File: src/rtl/sd_cmd_pkg.sv
// sd_cmd_pkg: shared types and constants for the SD host command path
package sd_cmd_pkg;
  typedef enum logic [1:0] {
    RESP_NONE      = 2'b00,
    RESP_R48       = 2'b01,
    RESP_R48_NOCRC = 2'b10,
    RESP_R136      = 2'b11
  } resp_type_e;
  typedef enum logic [2:0] {
    ST_IDLE, ST_TX, ST_WAIT_START, ST_RX, ST_GAP, ST_DONE
  } state_e;
  localparam logic [6:0] CRC7_POLY = 7'h09;
  localparam int FRAME_LEN = 48;
  localparam int R136_LEN = 136;
endpackage

File: src/rtl/sd_crc7.sv
// sd_crc7: serial CRC7 (x^7+x^3+1); clr zeroes, en shifts in din
module sd_crc7
  import sd_cmd_pkg::*;
(
  input  logic       clk,
  input  logic       clr,
  input  logic       en,
  input  logic       din,
  output logic [6:0] crc
);
  always_ff @(posedge clk)
    if (clr) crc <= '0;
    else if (en) crc <= {crc[5:0], 1'b0} ^ ((crc[6] ^ din) ? CRC7_POLY : 7'h00);
endmodule

File: src/rtl/sd_cmd_host.sv
// sd_cmd_host: SD CMD-line initiator; sends 48-bit command, receives and checks R48/R136 response
module sd_cmd_host
  import sd_cmd_pkg::*;
#(
  parameter int TIMEOUT_CYCLES = 64,
  parameter int GAP_CYCLES = 8
) (
  input  logic         sd_clk_i,
  input  logic         rst_i,
  input  logic         start_i,
  input  logic [5:0]   cmd_index_i,
  input  logic [31:0]  cmd_arg_i,
  input  logic [1:0]   resp_type_i,
  output logic         busy_o,
  output logic         done_o,
  output logic [119:0] resp_o,
  output logic         timeout_err_o,
  output logic         crc_err_o,
  output logic         end_bit_err_o,
  output logic         index_err_o,
  output logic         cmd_en_o,
  output logic         cmd_o,
  input  logic         cmd_i
);
  state_e       state;
  resp_type_e   rtype;
  logic [5:0]   idx;
  logic [46:0]  tx_sr;
  logic [126:0] rx_sr;
  logic [15:0]  cnt;
  logic [15:0]  rx_len;
  logic [15:0]  rx_idx;
  logic         crc_clr;
  logic         crc_en;
  logic         crc_bit;
  logic [6:0]   crc;
  sd_crc7 u_crc (.clk(sd_clk_i), .clr(crc_clr), .en(crc_en), .din(crc_bit), .crc(crc));
  // tx: the CRC sees each frame bit on the edge that places it on cmd_o, so it is
  // complete by the edge that must place the first CRC bit. Bit 47 (start, 0) is a
  // no-op on a cleared CRC, so clearing on accept covers it.
  // rx: rx_idx is the response bit sampled on this edge; only bits 127/47..8 feed the CRC.
  always_comb begin
    rx_len = (rtype == RESP_R136) ? 16'(R136_LEN) : 16'(FRAME_LEN);
    rx_idx = rx_len - 16'd1 - cnt;
    crc_clr = rst_i || (state == ST_IDLE && start_i) || (state == ST_TX && cnt == 16'(FRAME_LEN));
    crc_en = (state == ST_TX && cnt < 16'd40) || (state == ST_RX && rx_idx >= 16'd8 && rx_idx <= 16'd127);
    crc_bit = (state == ST_TX) ? tx_sr[46] : cmd_i;
  end
  always_ff @(posedge sd_clk_i) begin
    if (rst_i) begin
      state <= ST_IDLE;
      rtype <= RESP_NONE;
      idx <= '0;
      tx_sr <= '0;
      rx_sr <= '0;
      cnt <= '0;
      busy_o <= 1'b0;
      done_o <= 1'b0;
      resp_o <= '0;
      timeout_err_o <= 1'b0;
      crc_err_o <= 1'b0;
      end_bit_err_o <= 1'b0;
      index_err_o <= 1'b0;
      cmd_en_o <= 1'b0;
      cmd_o <= 1'b1;
    end else begin
      case (state)
        ST_IDLE: if (start_i) begin
          state <= ST_TX;
          rtype <= resp_type_e'(resp_type_i);
          idx <= cmd_index_i;
          tx_sr <= {1'b1, cmd_index_i, cmd_arg_i, 7'd0, 1'b1};
          cnt <= 16'd1;
          busy_o <= 1'b1;
          resp_o <= '0;
          timeout_err_o <= 1'b0;
          crc_err_o <= 1'b0;
          end_bit_err_o <= 1'b0;
          index_err_o <= 1'b0;
          cmd_en_o <= 1'b1;
          cmd_o <= 1'b0;
        end
        ST_TX: begin
          cnt <= cnt + 16'd1;
          if (cnt == 16'(FRAME_LEN)) begin
            cmd_en_o <= 1'b0;
            cmd_o <= 1'b1;
            cnt <= '0;
            state <= (rtype == RESP_NONE) ? ST_GAP : ST_WAIT_START;
          end else if (cnt == 16'd40) begin
            cmd_o <= crc[6];
            tx_sr <= {crc[5:0], 1'b1, 40'd0};
          end else begin
            cmd_o <= tx_sr[46];
            tx_sr <= {tx_sr[45:0], 1'b0};
          end
        end
        ST_WAIT_START: begin
          if (!cmd_i) begin
            state <= ST_RX;
            cnt <= 16'd1;
          end else if (cnt == 16'(TIMEOUT_CYCLES - 1)) begin
            timeout_err_o <= 1'b1;
            done_o <= 1'b1;
            state <= ST_DONE;
          end else cnt <= cnt + 16'd1;
        end
        ST_RX: begin
          rx_sr <= {rx_sr[125:0], cmd_i};
          cnt <= cnt + 16'd1;
          // on the end-bit edge, rx_sr[j-1] holds response bit j
          if (rx_idx == 16'd0) begin
            state <= ST_GAP;
            cnt <= '0;
            end_bit_err_o <= !cmd_i;
            if (rtype == RESP_R136) begin
              resp_o <= rx_sr[126:7];
              crc_err_o <= crc != rx_sr[6:0];
            end else begin
              resp_o <= {88'd0, rx_sr[38:7]};
              crc_err_o <= (rtype == RESP_R48) && (crc != rx_sr[6:0]);
              index_err_o <= rx_sr[45] || ((rtype == RESP_R48) && (rx_sr[44:39] != idx));
            end
          end
        end
        ST_GAP: begin
          if (cnt == 16'(GAP_CYCLES - 1)) begin
            done_o <= 1'b1;
            state <= ST_DONE;
          end else cnt <= cnt + 16'd1;
        end
        ST_DONE: begin
          done_o <= 1'b0;
          busy_o <= 1'b0;
          state <= ST_IDLE;
        end
        default: state <= ST_IDLE;
      endcase
    end
  end
endmodule

File: config.mk
export PLATFORM = sky130hd
export DESIGN_NAME = sd_cmd_host
export DESIGN_NICKNAME = d
export VERILOG_FILES = /design/src/rtl/sd_cmd_pkg.sv /design/src/rtl/sd_crc7.sv /design/src/rtl/sd_cmd_host.sv
export SDC_FILE = /design/constraint.sdc
export NUM_CORES = 1
export LEC_CHECK = 0
export ABC_AREA = 1
export CORE_ASPECT_RATIO = 0.9
export CORE_MARGIN = 2
export CORE_UTILIZATION = 55
export DETAILED_ROUTE_END_ITERATION = 8
export PLACE_DENSITY = 0.77
export SLEW_MARGIN = 20
export SYNTH_ARGS = -nofsm -noshare
export SYNTH_HDL_FRONTEND = slang
export SYNTH_HIERARCHICAL = 1
export SYNTH_SLANG_ARGS = --single-unit
File: constraint.sdc
create_clock -name sd_clk_i -period 5.8 [get_ports sd_clk_i]
set_input_delay 1.74 -clock sd_clk_i [delete_from_list [all_inputs] [get_ports sd_clk_i]]
set_output_delay 1.74 -clock sd_clk_i [all_outputs]
set_load 0.05 [all_outputs]
# ---- Word-level counts from Yosys, hierarchy flattened
# Cells that the tools add are included.
dict set report word_totals {
  input_bits 44
  elab_cells 127
  regBits 336
}
dict set report classes {
  eq_ne 24
  bitwise_logic 2
  addsub 3
  reduce_logical 32
  muxes 47
  magnitude_cmp 3
}
# operator n
set op_table {}
lappend op_table {{2-to-1 mux 120 bit} 3}
lappend op_table {{one-hot mux 120 bit (2 select lines)} 1}
lappend op_table {{2-to-1 mux 47 bit} 3}
lappend op_table {{2-to-1 mux 16 bit} 6}
lappend op_table {{one-hot mux 47 bit (2 select lines)} 1}
lappend op_table {{one-hot mux 16 bit (5 select lines)} 1}
lappend op_table {{== test 16 x 6 -> 1 bit, second input constant} 3}
lappend op_table {{2-to-1 mux 3 bit} 7}
lappend op_table {{adder 16 x 1 -> 16 bit, second input constant} 1}
lappend op_table {{== test 16 x 3 -> 1 bit, second input constant} 1}
lappend op_table {{greater-or-equal comparator 16 x 4 -> 1 bit, second input constant} 1}
lappend op_table {{less-or-equal comparator 16 x 7 -> 1 bit, second input constant} 1}
lappend op_table {{logical NOT 16 bit} 1}
lappend op_table {{< comparator 16 x 6 -> 1 bit, second input constant} 1}
lappend op_table {{AND reduction 4 bit} 4}
lappend op_table {{subtractor 16 bit} 1}
lappend op_table {{one-hot mux 3 bit (5 select lines)} 1}
lappend op_table {{2-to-1 mux 1 bit} 14}
lappend op_table {{!= test 2 bit, second input constant} 7}
lappend op_table {{one-hot mux 1 bit (2 select lines)} 7}
lappend op_table {{AND reduction 3 bit} 3}
lappend op_table {{subtractor 8 x 1 -> 9 bit, second input constant} 1}
lappend op_table {{2-to-1 mux 8 bit} 1}
lappend op_table {{nonzero test 2 bit} 4}
lappend op_table {{22 further kinds} 37}

# ---- Depth between registers and ports, before layout
# Gate-level depths: netlist of the first run.
dict set report logic_depth {
  word_depth 8
  mapped_depth 20
  ltp_nobuf 20
}

# ---- By module
# Netlist of the first run, hierarchy kept.
# module area_each_um2 n_inst seq_area_each_um2 cells_per_inst
set by_module_without_submodules {}
lappend by_module_without_submodules {sd_cmd_host 13521.7 1 6586.3 1826}
lappend by_module_without_submodules {sd_crc7 291.5 1 140.1 40}

# ---- Least setup slack after synthesis of the first run
# No wires, ideal clock.
dict set report synth_path {
  path_kind {input to register}
  from {in start_i}
  to {reg u_crc.crc[1]}
  n_path_buf 2
  setup_time_ns 0.086
  cell_stages 5
  path_slack_ns 2.892
  t_arrival_ns 2.823
  cell_sequence {nand2_1 -> clkbuf_1 -> clkbuf_1 -> nand2_1 -> a211oi_1}
}
dict set report synth_via {
  elab_chain_len 3
}
# element line_no
set synth_lines {}
lappend synth_lines {{start, declared} sd_cmd_host.sv:10} ;# input logic start_i,
lappend synth_lines {{logical AND 1 bit} sd_cmd_host.sv:45} ;# crc_clr = rst_i || (state == ST_IDLE && start_i) || (state == ST_TX && cnt == 16'(FRAME_LEN));
lappend synth_lines {{logical OR 1 bit (2 in series)} sd_cmd_host.sv:45}
lappend synth_lines {{via crc_clr} sd_cmd_host.sv:33} ;# logic crc_clr;
lappend synth_lines {{end signal, assigned} sd_crc7.sv:13} ;# else if (en) crc <= {crc[5:0], 1'b0} ^ ((crc[6] ^ din) ? CRC7_POLY : 7'h00);
lappend synth_lines {{end, declared} sd_crc7.sv:9} ;# output logic [6:0] crc
# The timed path passes the listed nets, and every way through them passes these cells.
# A chain may end at the register's enable or synchronous reset.

# ---- Worst setup path in the final report of the first run
dict set report layout_path {
  from {in start_i}
  to {reg resp_o[111]}
}
dict set report layout_via {
  elab_chain_len 2
}
# element line_no
set layout_lines {}
lappend layout_lines {{!= test 2 bit (no source line)} --}
lappend layout_lines {{AND reduction 3 bit (no source line)} --}
lappend layout_lines {{end signal, assigned} sd_cmd_host.sv:117} ;# resp_o <= rx_sr[126:7];
lappend layout_lines {{end signal, assigned} sd_cmd_host.sv:120} ;# resp_o <= {88'd0, rx_sr[38:7]};
lappend layout_lines {{end, declared} sd_cmd_host.sv:16} ;# output logic [119:0] resp_o,
# No other way between the ends.

==> out/qor.csv, run 1 <==
stage,metric,value,unit
cells_and_area,post-route-util,0.666,
setup_path,worst-path-max-fanout,177,
hold_path,hold_path_depth,2,
drt,vias_per_cell,5.57,
cells_and_area,insertedDiodeCount,0,
clocking,clock_tree.buffer_depth,3,
logic_synthesis,async_flop_share,0,
logic_synthesis,ys_types,40,
run_status,run_status,"complete, no violations",
logic_synthesis,synth_ff_type,dfxtp_1,
drt,drt_iter0_drc,1077,
drt,wl,35000,µm
drt,drcViolationCount,0,
pwr,p_switching,2730,µW
drt,routedWlPerCell,15.1,µm
timing,fin_tns_setup,0,ns
placed_design,place.detailed.hpwl,20800,µm
pwr,powerDensity,440,nW/µm²
cells_and_area,nets,1999,
clocking,hold_buffers,0,
timing,hold_violations,0,
timing,finalCritPeriodShare,0.690,
logic_synthesis,netlist_area,13800,µm²
setup_path,worstSetupStartpointType,input pin,
die,dieArea,26400,µm²
clocking,htreeDepth,2,
global_routing,grt_pass1_wl,58100,µm
cells_and_area,area_delta_synth_final,20.1,%
setup_path,path_delay_family,buffers and inverters,
setup_path,critical_path_class,in -> reg,
logic_synthesis,synth_warnings,6,
die,fp.dieH,154,µm
timing,slew_violations,0,
timing,max_freq,250,MHz
setup_path,path_cells,"clkdlybuf4s50_1, nand2_2, buf_4, nand2_8, o21ai_0, nor2_1",
placed_design,gp_congestion,0.938,
die,rows,55,
pwr,leakage,0.00627,µW
timing,setup_viol_count_final,0,
logic_synthesis,synth.most_common_cell,nand2_1,
die,ios,172,
pwr,p_seq_frac,0.385,
logic_synthesis,syn_inst,1866,
logic_synthesis,yosys_register_bits,336,
setup_path,critical-path-slowest-cell,nand2_8,
logic_synthesis,synthTopCellsByArea,"dfxtp_1 49%, nand2_1 10%, nor2_1 7.3%",
setup_path,worstRegToRegCells,15,
global_routing,grt_max_degree,178,
global_routing,antenna_found_initial,0,
clocking,root_buffer,clkbuf_16,
setup_path,rrSetupSlack,2.04,ns
hold_path,min_from,rx_sr[16]$_SDFFE_PP0P_,
logic_synthesis,yosys.area.top_type,dfxtp_1,
pwr,power.internal,4570,µW
die,fp.coreArea,24900,µm²
clocking,cts_num_sinks,336,
cells_and_area,fin_area,16600,µm²
drt,via_count,12900,
pwr,peakVddDrop,304,µV
pwr,p_comb_frac,0.312,
placed_design,port-buffer-count,171,
timing,maxSlewHeadroom,0.285,
clocking,cts_made_buffers,35,
setup_path,arrival,4.40,ns
global_routing,grt_overflow,0,
setup_path,end_kind,flop,
die,start_util,0.554,
cells_and_area,drive_above_1_share,0.0446,
logic_synthesis,yosysTopAreaCellShare,0.487,
setup_path,reg2reg_from,rtype[0]$_SDFFE_PP0P_,
setup_path,reg2reg_to,resp_o[57]$_SDFFE_PP0P_,
clocking,postCtsSetupBuffers,0,
pwr,finalPower,7300,µW
timing,period_minus_slack,4.00,ns
global_routing,grtUsageTotal,0.261,
pwr,power_frac_clock,0.303,
timing,rsz0062_at_grt,no,
die,die_x,171,µm
setup_path,critPathRequiredTime,6.20,ns
clocking,clk_pin_slew,0.06,ns
timing,worst_clock_skew,0.0232,ns
hold_path,whs_endpoint,rx_sr[16]$_SDFFE_PP0P_,
logic_synthesis,syn-num-nets,1915,
setup_path,worst-path-buf-inv,2,
drt,dr.pass1.iters,5,
global_routing,grt_pass1_vias,11900,
logic_synthesis,seq_area_frac_synth,0.487,
timing,worstMarginPinSlew,1.07,ns
placed_design,dpl_cell_area,15400,µm²
logic_synthesis,synth_edf_count,0,
hold_path,min_path_type,reg -> reg,
setup_path,cp_slowest_stage_delay,0.72,ns
logic_synthesis,synthTopCellsByCount,"372 x nand2_1, 336 x dfxtp_1, 270 x nor2_1",
clocking,clk_latency,0.52,ns
logic_synthesis,avgSynthCellArea,7.40,µm²
job,drv_cap,0,
pwr,swShare,0.374,
clocking,cts_tree,yes,
clocking,cts_resized,0,
drt,final_antenna_net_count,0,
-- cell usage in the layout (no fill, tap or decap), drive strengths merged, types with 16 or more instances in the layout --
cell	n
o21ai	123
o21a	24
inv	88
nand4	50
nor2	275
a31oi	35
dfxtp	336
clkbuf	51
nor3	16
clkdlybuf4s50	170
nand3	185
a21oi	170
nand2	374
-- kinds of logic (layout without fill, tap and decap cells) --
kind of cell             count (synthesis)  in the layout  synth area share
adder cells (fa/ha/maj)                  5              5           0.00453
AND/OR/NAND/NOR                        908            908             0.281
AO/OA/AOI/OAI                          384            384             0.152
XOR/XNOR                                 9              9           0.00571
buffers and inverters                  224            333            0.0700
flip-flops                             336            336             0.487
-- area by class of cell --
| cell class | instances | area, µm² |
|---|---|---|
| clock buffers | 51 | 1010 |
| clock inverters | 11 | 126 |
| fillers | 2140 | 8320 |
| inverters | 87 | 332 |
| multi-input cells | 1306 | 6150 |
| flip-flops and latches | 336 | 6730 |
| well taps | 342 | 428 |
| repair buffers | 184 | 1830 |
-- per-stage QoR --
| step | setup WS, ns | hold slack [ns] | cells |
|---|---|---|---|
| after floorplan | 2.89 | 0.440 | 1866 |
| after global placement | 1.44 | 0.440 | 2254 |
| after detailed placement | 1.37 | 0.452 | 2254 |
| after CTS | 1.67 | 0.462 | 2316 |
| after global routing | 1.63 | 0.474 | 2317 |
| final | 1.80 | 0.463 | 2317 |
-- state kept, by name, summed over array words and instances (netlist names), 2 cells and up --
register,flops
state,3
rtype,2
cnt,16
rx_sr,127
tx_sr,47
idx,6
u_crc/crc,7
resp_o,120
-- tightest hold or removal path: cells and delay by family, from the launching register on --
family / cells / cell delay [ns]
simple gates: 1 / 0.06
compound gates: 1 / 0.05
flops: 1 / 0.31
-- layer usage --
| metal | share of wire | vias up | global-route usage |
|---|---|---|---|
| met3 | 0.055 | 66 | 0.0379 |
| li1 | - | 6399 | - |
| met4 | 0.025 | 0 | 0.0847 |
| met2 | 0.46 | 409 | 0.414 |
| met1 | 0.46 | 6021 | 0.367 |
| met5 | 0 | - | 0 |
-- how the worst max path moves through the flow --
stage / start / end / depth (start not counted)
after global routing: start_i / resp_o[97]$_SDFFE_PP0P_ / 6
after floorplan: start_i / u_crc/crc[1]$_SDFFE_PP0P_ / 5
after global placement: start_i / resp_o[100]$_SDFFE_PP0P_ / 6
after CTS: rtype[0]$_SDFFE_PP0P_ / resp_o[42]$_SDFFE_PP0P_ / 15
after detailed placement: start_i / resp_o[111]$_SDFFE_PP0P_ / 6
final: start_i / resp_o[111]$_SDFFE_PP0P_ / 6
-- power groups by stage --
stage / clock (µW) / sequential [µW] / combinational (µW)
after global routing: 2330 / 2840 / 2500
after CTS: 2240 / 2810 / 2260
after global placement: 0 / 2850 / 2230
after detailed placement: 0 / 2850 / 2250
final: 2210 / 2810 / 2280
after floorplan: 0 / 3220 / 1350
(Power assumes the default switching activity.)
==> run 2, diff against run 1 <==
==> constraint.sdc (replaced) <==
create_clock -name sd_clk_i -period 3.75 [get_ports sd_clk_i]
set_input_delay 1.125 -clock sd_clk_i [delete_from_list [all_inputs] [get_ports sd_clk_i]]
set_output_delay 1.125 -clock sd_clk_i [all_outputs]
set_load 0.05 [all_outputs]
==> out/qor.csv, run 2 (synthesis gave the netlist of run 1 again) <==
stage,metric,value,unit,change
hold_path,min_path_type,reg -> reg,,
cells_and_area,final_cell_mix,"371 x nand2_1, 336 x dfxtp_1, 269 x nor2_1",,
die,fp.coreArea,24900,µm²,unchanged
timing,rsz0062_at_grt,no,,
setup_path,worstRegToRegCells,16,,+1
cells_and_area,reg.largest.list,"rx_sr (127), resp_o (120), tx_sr (47)",,
pwr,finalPower,11500,µW,+57%
cells_and_area,drive_above_1_share,0.0519,,+0.00731
timing,slew_violations,0,,unchanged
clocking,root_buffer,clkbuf_16,,
timing,maxSlewHeadroom,0.447,,+0.162
cells_and_area,nets,2010,,+0.55%
drt,vias_per_cell,5.54,,-0.47%
global_routing,antenna_found_initial,0,,unchanged
pwr,powerDensity,684,nW/µm²,+56%
die,dieArea,26400,µm²,unchanged
global_routing,grt_max_degree,183,,+2.8%
hold_path,hold_path_depth,2,,unchanged
clocking,clock_tree.buffer_depth,3,,unchanged
global_routing,grt_pass1_wl,57600,µm,-0.82%
placed_design,placed_cells,2266,,+0.53%
cells_and_area,final_common_cell,nand2_1,,
cells_and_area,area_delta_synth_final,21.5,%,
cells_and_area,fillers,2178,,+1.8%
global_routing,busiest_layer,met2,,
clocking,cts_made_buffers,35,,unchanged
setup_path,reg2reg_to,resp_o[29]$_SDFFE_PP0P_,,
setup_path,critical_path_class,reg -> reg,,
timing,setup_viol_count_final,0,,unchanged
timing,hold_violations,0,,unchanged
global_routing,grtUsageTotal,0.259,,-0.00176
timing,finalCritPeriodShare,0.814,,
die,ios,172,,unchanged
pwr,peakVddDrop,491,µV,+61%
die,start_util,0.554,,unchanged
die,rows,55,,unchanged
drt,wl,34800,µm,-0.66%
timing,worstMarginPinSlew,0.830,ns,-0.243 ns
clocking,cts_tree,yes,,
cells_and_area,post-route-util,0.674,,+0.00743
drt,drcViolationCount,0,,unchanged
global_routing,use_met1,0.367,,about the same
cells_and_area,stdcell_count,2328,,+0.47%
hold_path,min_from,cmd_en_o$_SDFFE_PP0P_,,
drt,drt_iter0_drc,1155,,+7.2%
setup_path,rrSetupSlack,0.70,ns,-1.34 ns
drt,dr.pass1.iters,5,,unchanged
timing,period_minus_slack,3.05,ns,
global_routing,grt_use_met3,0.0358,,-0.00205
timing,worst_slack,0.699,ns,-1.10 ns
clocking,cts_num_sinks,336,,unchanged
drt,via_count,12900,,unchanged
timing,max_freq,328,MHz,
setup_path,end_kind,flop,,
drt,final_antenna_net_count,0,,unchanged
setup_path,worstSetupStartpointType,flop,,
placed_design,gp_congestion,0.931,,-0.79%
cells_and_area,insertedDiodeCount,0,,unchanged
die,die_x,171,µm,unchanged
placed_design,pre_cts_slack,0.472,ns,-0.895 ns
setup_path,arrival,3.45,ns,-0.95 ns
clocking,cts_resized,0,,unchanged
setup_path,reg2reg_from,cnt[5]$_SDFFE_PP0P_,,
placed_design,port-buffer-count,171,,unchanged
clocking,clk_pin_slew,0.06,ns,about the same
pwr,leakage,0.00637,µW,+1.7%
hold_path,whs_endpoint,cmd_en_o$_SDFFE_PP0P_,,
global_routing,grtUsageMet2,0.409,,-0.00499
global_routing,grt_overflow,0,,unchanged
setup_path,worst-path-max-fanout,67,,-62%
drt,routedWlPerCell,14.9,µm,-1.1%
clocking,htreeDepth,2,,unchanged
global_routing,grt_pass1_vias,11800,,-0.85%
clocking,postCtsSetupBuffers,0,,unchanged
placed_design,place.detailed.hpwl,21400,µm,+2.7%
setup_path,critPathRequiredTime,4.14,ns,-2.06 ns
run_status,run_status,"complete, no violations",,
clocking,hold_buffers,0,,unchanged
timing,fin_tns_setup,0,ns,unchanged
die,fp.dieH,154,µm,unchanged
job,drv_cap,0,,unchanged
clocking,clk_latency,0.50,ns,-0.02 ns
cells_and_area,largest_reg_flops,127,,unchanged
timing,worst_clock_skew,0.0151,ns,-0.00812 ns
cells_and_area,regMostFlops,rx_sr,,
==> run 2: cell types whose count changed in the layout (fill, tap and decap cells not counted), moves of 2 or more <==
cell / previous run / this run
clkinv_4: 0 / 2
clkinv_2: 5 / 8
buf_4: 12 / 17
clkbuf_8: 5 / 9
buf_12: 0 / 7
clkbuf_1: 10 / 4
==> run 2: final cells by class <==
class / instances / area, µm² / share of cell area
clock buffer: 48 / 1010 / 0.0605
clock inverter: 14 / 156 / 0.00932
inverter: 87 / 332 / 0.0198
multi-input combinational: 1306 / 6140 / 0.366
sequential: 336 / 6730 / 0.401
tap: 342 / 428 / 0.0255
timing repair buffer: 195 / 1980 / 0.118
==> run 2: report_power, final <==
part	internal, µW	switching [µW]	total (µW)
clock network	2110	1410	3510
registers	4040	304	4350
logic	1110	2510	3620
==> run 2: worst max path at each step <==
| stage | startpoint | to | slack [ns] | cells past startpoint |
|---|---|---|---|---|
| 6_report | cnt[5]$_SDFFE_PP0P_ | resp_o[29]$_SDFFE_PP0P_ | 0.70 | 16 |
| 5_1_grt | cnt[5]$_SDFFE_PP0P_ | resp_o[29]$_SDFFE_PP0P_ | 0.41 | 16 |
| 4_1_cts | cnt[5]$_SDFFE_PP0P_ | resp_o[29]$_SDFFE_PP0P_ | 0.72 | 16 |
| 3_5_place_dp | cmd_i | cnt[14]$_SDFFE_PP0P_ | 0.47 | 9 |
| 3_3_place_gp | cmd_i | cnt[14]$_SDFFE_PP0P_ | 0.59 | 9 |
| 2_1_floorplan | rtype[0]$_SDFFE_PP0P_ | resp_o[52]$_SDFFE_PP0P_ | 1.09 | 16 |
==> run 2: metal layers <==
layer  part of all wire  wire (µm)
met5                  0          0
met4              0.027        933
met3              0.054       1880
met2               0.46      15900
met1               0.46      16100
==> run 2: per-stage QoR <==
| stage | hold slack [ns] | instance area [µm²] |
|---|---|---|
| 3_3_place_gp | 0.431 | 15600 |
| 6_report | 0.450 | 16800 |
| 5_1_grt | 0.467 | 16800 |
| 2_1_floorplan | 0.440 | 13800 |
| 3_5_place_dp | 0.437 | 15600 |
| 4_1_cts | 0.448 | 16800 |
==> run 2: critical path, stage by stage, from the launching register on <==
cell and delay, ns:
dfxtp_1 0.45, inv_1 0.13, ha_1 0.32, inv_1 0.04
nor2_1 0.13, nand2_1 0.07, nand2_1 0.14, nand2_1 0.08
xor2_1 0.19, nand2_1 0.10, nor2_1 0.22, nand4_4 0.19
nand2_8 0.35, buf_4 0.32, nand2_1 0.09, nand2_1 0.06
nor2_1 0.04
==> run 3, diff against run 2 <==
--- a/config.mk
+++ b/config.mk
@@ -8,9 +8,9 @@
 export ABC_AREA = 1
 export CORE_ASPECT_RATIO = 0.9
 export CORE_MARGIN = 2
-export CORE_UTILIZATION = 55
+export CORE_UTILIZATION = 50
 export DETAILED_ROUTE_END_ITERATION = 8
-export PLACE_DENSITY = 0.77
+export PLACE_DENSITY = 0.74
 export SLEW_MARGIN = 20
 export SYNTH_ARGS = -nofsm -noshare
 export SYNTH_HDL_FRONTEND = slang
==> constraint.sdc (replaced) <==
create_clock -name sd_clk_i -period 2.7 [get_ports sd_clk_i]
set_input_delay 0.81 -clock sd_clk_i [delete_from_list [all_inputs] [get_ports sd_clk_i]]
set_output_delay 0.81 -clock sd_clk_i [all_outputs]
set_load 0.05 [all_outputs]
==> out/qor.csv, run 3 (synthesis gave the netlist of run 1 again) <==
stage,metric,value,unit,change
run_status,run_status,"complete, no violations",,
global_routing,grt_max_degree,183,,unchanged
setup_path,critical_path_class,reg -> reg,,
pwr,powerDensity,966,nW/µm²,+41%
setup_path,worstRegToRegCells,16,,unchanged
global_routing,grtUsageMet2,0.401,,-0.00773
setup_path,path_delay_family,simple AND/OR/NAND/NOR gates,,
timing,fin_tns_setup,0,ns,unchanged
global_routing,grt_use_met3,0.0339,,-0.00188
cells_and_area,regMostFlops,rx_sr,,
clocking,clk_latency,0.52,ns,+0.02 ns
placed_design,pre_cts_slack,-0.000241,ns,-0.472 ns
die,rows,57,,+3.6%
drt,via_count,13300,,+3.0%
cells_and_area,reg.largest.list,"rx_sr (127), resp_o (120), tx_sr (47)",,
setup_path,end_kind,flop,,
cells_and_area,area_delta_synth_final,27.6,%,
timing,finalCritPeriodShare,0.996,,+0.182
drt,wl,38400,µm,+10%
global_routing,grtUsageTotal,0.246,,-0.0128
die,die_x,179,µm,+4.8%
setup_path,critical-path-slowest-cell,dfxtp_1,,
cells_and_area,final_cell_mix,"370 x nand2_1, 334 x dfxtp_1, 266 x nor2_1",,
drt,drcViolationCount,0,,unchanged
setup_path,worst-path-buf-inv,4,,+1
setup_path,arrival,3.11,ns,-0.34 ns
timing,worstMarginPinSlew,0.836,ns,+0.00588 ns
timing,setup_viol_count_final,0,,unchanged
hold_path,hold_path_depth,2,,unchanged
global_routing,grt_pass1_vias,12000,,+1.8%
hold_path,min_from,cmd_en_o$_SDFFE_PP0P_,,
clocking,root_buffer,clkbuf_16,,
timing,worst_clock_skew,0.0117,ns,-0.00335 ns
pwr,leakage,0.00678,µW,+6.4%
hold_path,whs_endpoint,cmd_en_o$_SDFFE_PP0P_,,
setup_path,critPathRequiredTime,3.12,ns,-1.02 ns
drt,dr.pass1.iters,7,,+2
die,start_util,0.510,,-0.0448
timing,hold_violations,0,,unchanged
cells_and_area,nets,2055,,+2.2%
setup_path,worst-path-max-fanout,14,,-79%
global_routing,grt_overflow,0,,unchanged
drt,routedWlPerCell,16.1,µm,+7.7%
clocking,htreeDepth,2,,unchanged
cells_and_area,final_common_cell,nand2_1,,
pwr,finalPower,17000,µW,+48%
placed_design,place.detailed.hpwl,22600,µm,+5.9%
global_routing,antenna_found_initial,0,,unchanged
clocking,cts_tree,yes,,
cells_and_area,fillers,2320,,+6.5%
setup_path,cp_common_cell,nand2_1,,
drt,final_antenna_net_count,0,,unchanged
placed_design,gp_congestion,0.902,,-3.1%
job,drv_cap,0,,unchanged
drt,vias_per_cell,5.56,,+0.41%
setup_path,rrSetupSlack,0.01,ns,-0.69 ns
global_routing,use_met1,0.345,,-0.0215
die,fp.dieH,162,µm,+4.8%
setup_path,path_cells,"inv_2, ha_1, inv_1, nand2_1, nand2_1, nand2_1, nand2_1, xor2_1, nand2_1, nor2_4, nand4_4, buf_12, nand2_8, buf_12, nand3_1, a21oi_1",,
clocking,cts_num_sinks,336,,unchanged
cells_and_area,insertedDiodeCount,0,,unchanged
clocking,clock_tree.buffer_depth,3,,unchanged
timing,max_freq,372,MHz,+13%
timing,period_minus_slack,2.69,ns,-0.362 ns
drt,drt_iter0_drc,1206,,+4.4%
placed_design,port-buffer-count,171,,unchanged
die,ios,172,,unchanged
die,fp.coreArea,27100,µm²,+8.8%
cells_and_area,largest_reg_flops,127,,unchanged
global_routing,busiest_layer,met2,,
cells_and_area,drive_above_1_share,0.0841,,+0.0322
timing,maxSlewHeadroom,0.443,,-0.00392
clocking,cts_made_buffers,36,,+2.9%
cells_and_area,stdcell_count,2388,,+2.6%
timing,slew_violations,0,,unchanged
setup_path,worstSetupStartpointType,flop,,
setup_path,cp_slowest_stage_delay,0.35,ns,-0.10 ns
hold_path,min_path_type,reg -> reg,,
setup_path,reg2reg_to,resp_o[45]$_SDFFE_PP0P_,,
clocking,clk_pin_slew,0.06,ns,about the same
pwr,peakVddDrop,640,µV,+30%
setup_path,reg2reg_from,cnt[3]$_SDFFE_PP0P_,,
timing,worst_slack,0.0108,ns,-0.688 ns
die,dieArea,29000,µm²,+9.8%
placed_design,placed_cells,2298,,+1.4%
global_routing,grt_pass1_wl,59700,µm,+3.5%
## run 3: cell count changes in the layout (fill, tap and decap cells not counted), sizes merged
cell	before	now
clkinvlp	0	4
inv	87	86
buf	25	57
clkinv	11	9
bufinv	3	4
clkbuf	48	59
nand2	374	377
## run 3: worst max path at each step
| stage | from | endpoint | slack (ns) | cells past startpoint |
|---|---|---|---|---|
| after floorplan | rtype[0]$_SDFFE_PP0P_ | resp_o[52]$_SDFFE_PP0P_ | 0.04 | 16 |
| after global placement | rtype[0]$_SDFFE_PP0P_ | resp_o[5]$_SDFFE_PP0P_ | 0.12 | 17 |
| after detailed placement | rtype[0]$_SDFFE_PP0P_ | resp_o[30]$_SDFFE_PP0P_ | -0.0002 | 17 |
| after CTS | rtype[0]$_SDFFE_PP0P_ | resp_o[45]$_SDFFE_PP0P_ | 0.01 | 16 |
| after global routing | rtype[0]$_SDFFE_PP0P_ | resp_o[45]$_SDFFE_PP0P_ | -0.09 | 16 |
| final | cnt[3]$_SDFFE_PP0P_ | resp_o[45]$_SDFFE_PP0P_ | 0.01 | 16 |
## run 3: layout make-up
class | count | area (µm²) | share of cell area
Sequential cell | 336 | 6730 | 0.382
Clock inverter | 16 | 201 | 0.0114
Inverter | 87 | 332 | 0.0188
Multi-Input combinational cell | 1309 | 6310 | 0.358
Clock buffer | 50 | 1060 | 0.0599
Timing Repair Buffer | 236 | 2560 | 0.145
Tap cell | 354 | 443 | 0.0251
## run 3: metrics by stage
step	cell area [µm²]	utilization	hold WS, ns
after floorplan	13800	-	0.440
after global placement	15800	0.584	0.430
after detailed placement	15800	0.584	0.434
after CTS	17100	0.631	0.447
after global routing	17600	0.651	0.479
final	17600	0.651	0.446
## run 3: timing repair
| item | in CTS | in global routing |
|---|---|---|
| hold endpoints to repair | 0 | 0 |
| pin swaps | 1 | 8 |
| buffers inserted | 2 | 7 |
| cloned | 0 | 15 |
| hold buffers | 0 | 0 |
| setup endpoints to repair | 17 | 143 |
| resized for setup | 1 | 36 |
## run 3: worst reg2reg max path, delay by kind of cell, from the launching register on
kind,cells,cell delay (ns)
adders and majority gates,1,0.29
buffers and inverters,4,0.52
and+or+nand+nor,9,1.04
AOI/OAI and AO/OA,1,0.19
xor gates and xnor gates,1,0.23
DFF,1,0.35
## run 3: routing by layer
layer	vias to the layer above	part of all wire
met5	-	0
met4	0	0.018
met3	53	0.061
met2	413	0.48
met1	6279	0.45
li1	6537	-
## run 3: power by group
| part | internal, µW | total, µW | switching, µW | leakage (µW) |
|---|---|---|---|---|
| registers | 5620 | 6060 | 443 | 0.00273 |
| logic | 2060 | 5800 | 3740 | 0.00344 |
| clock network | 3140 | 5170 | 2030 | 0.000610 |
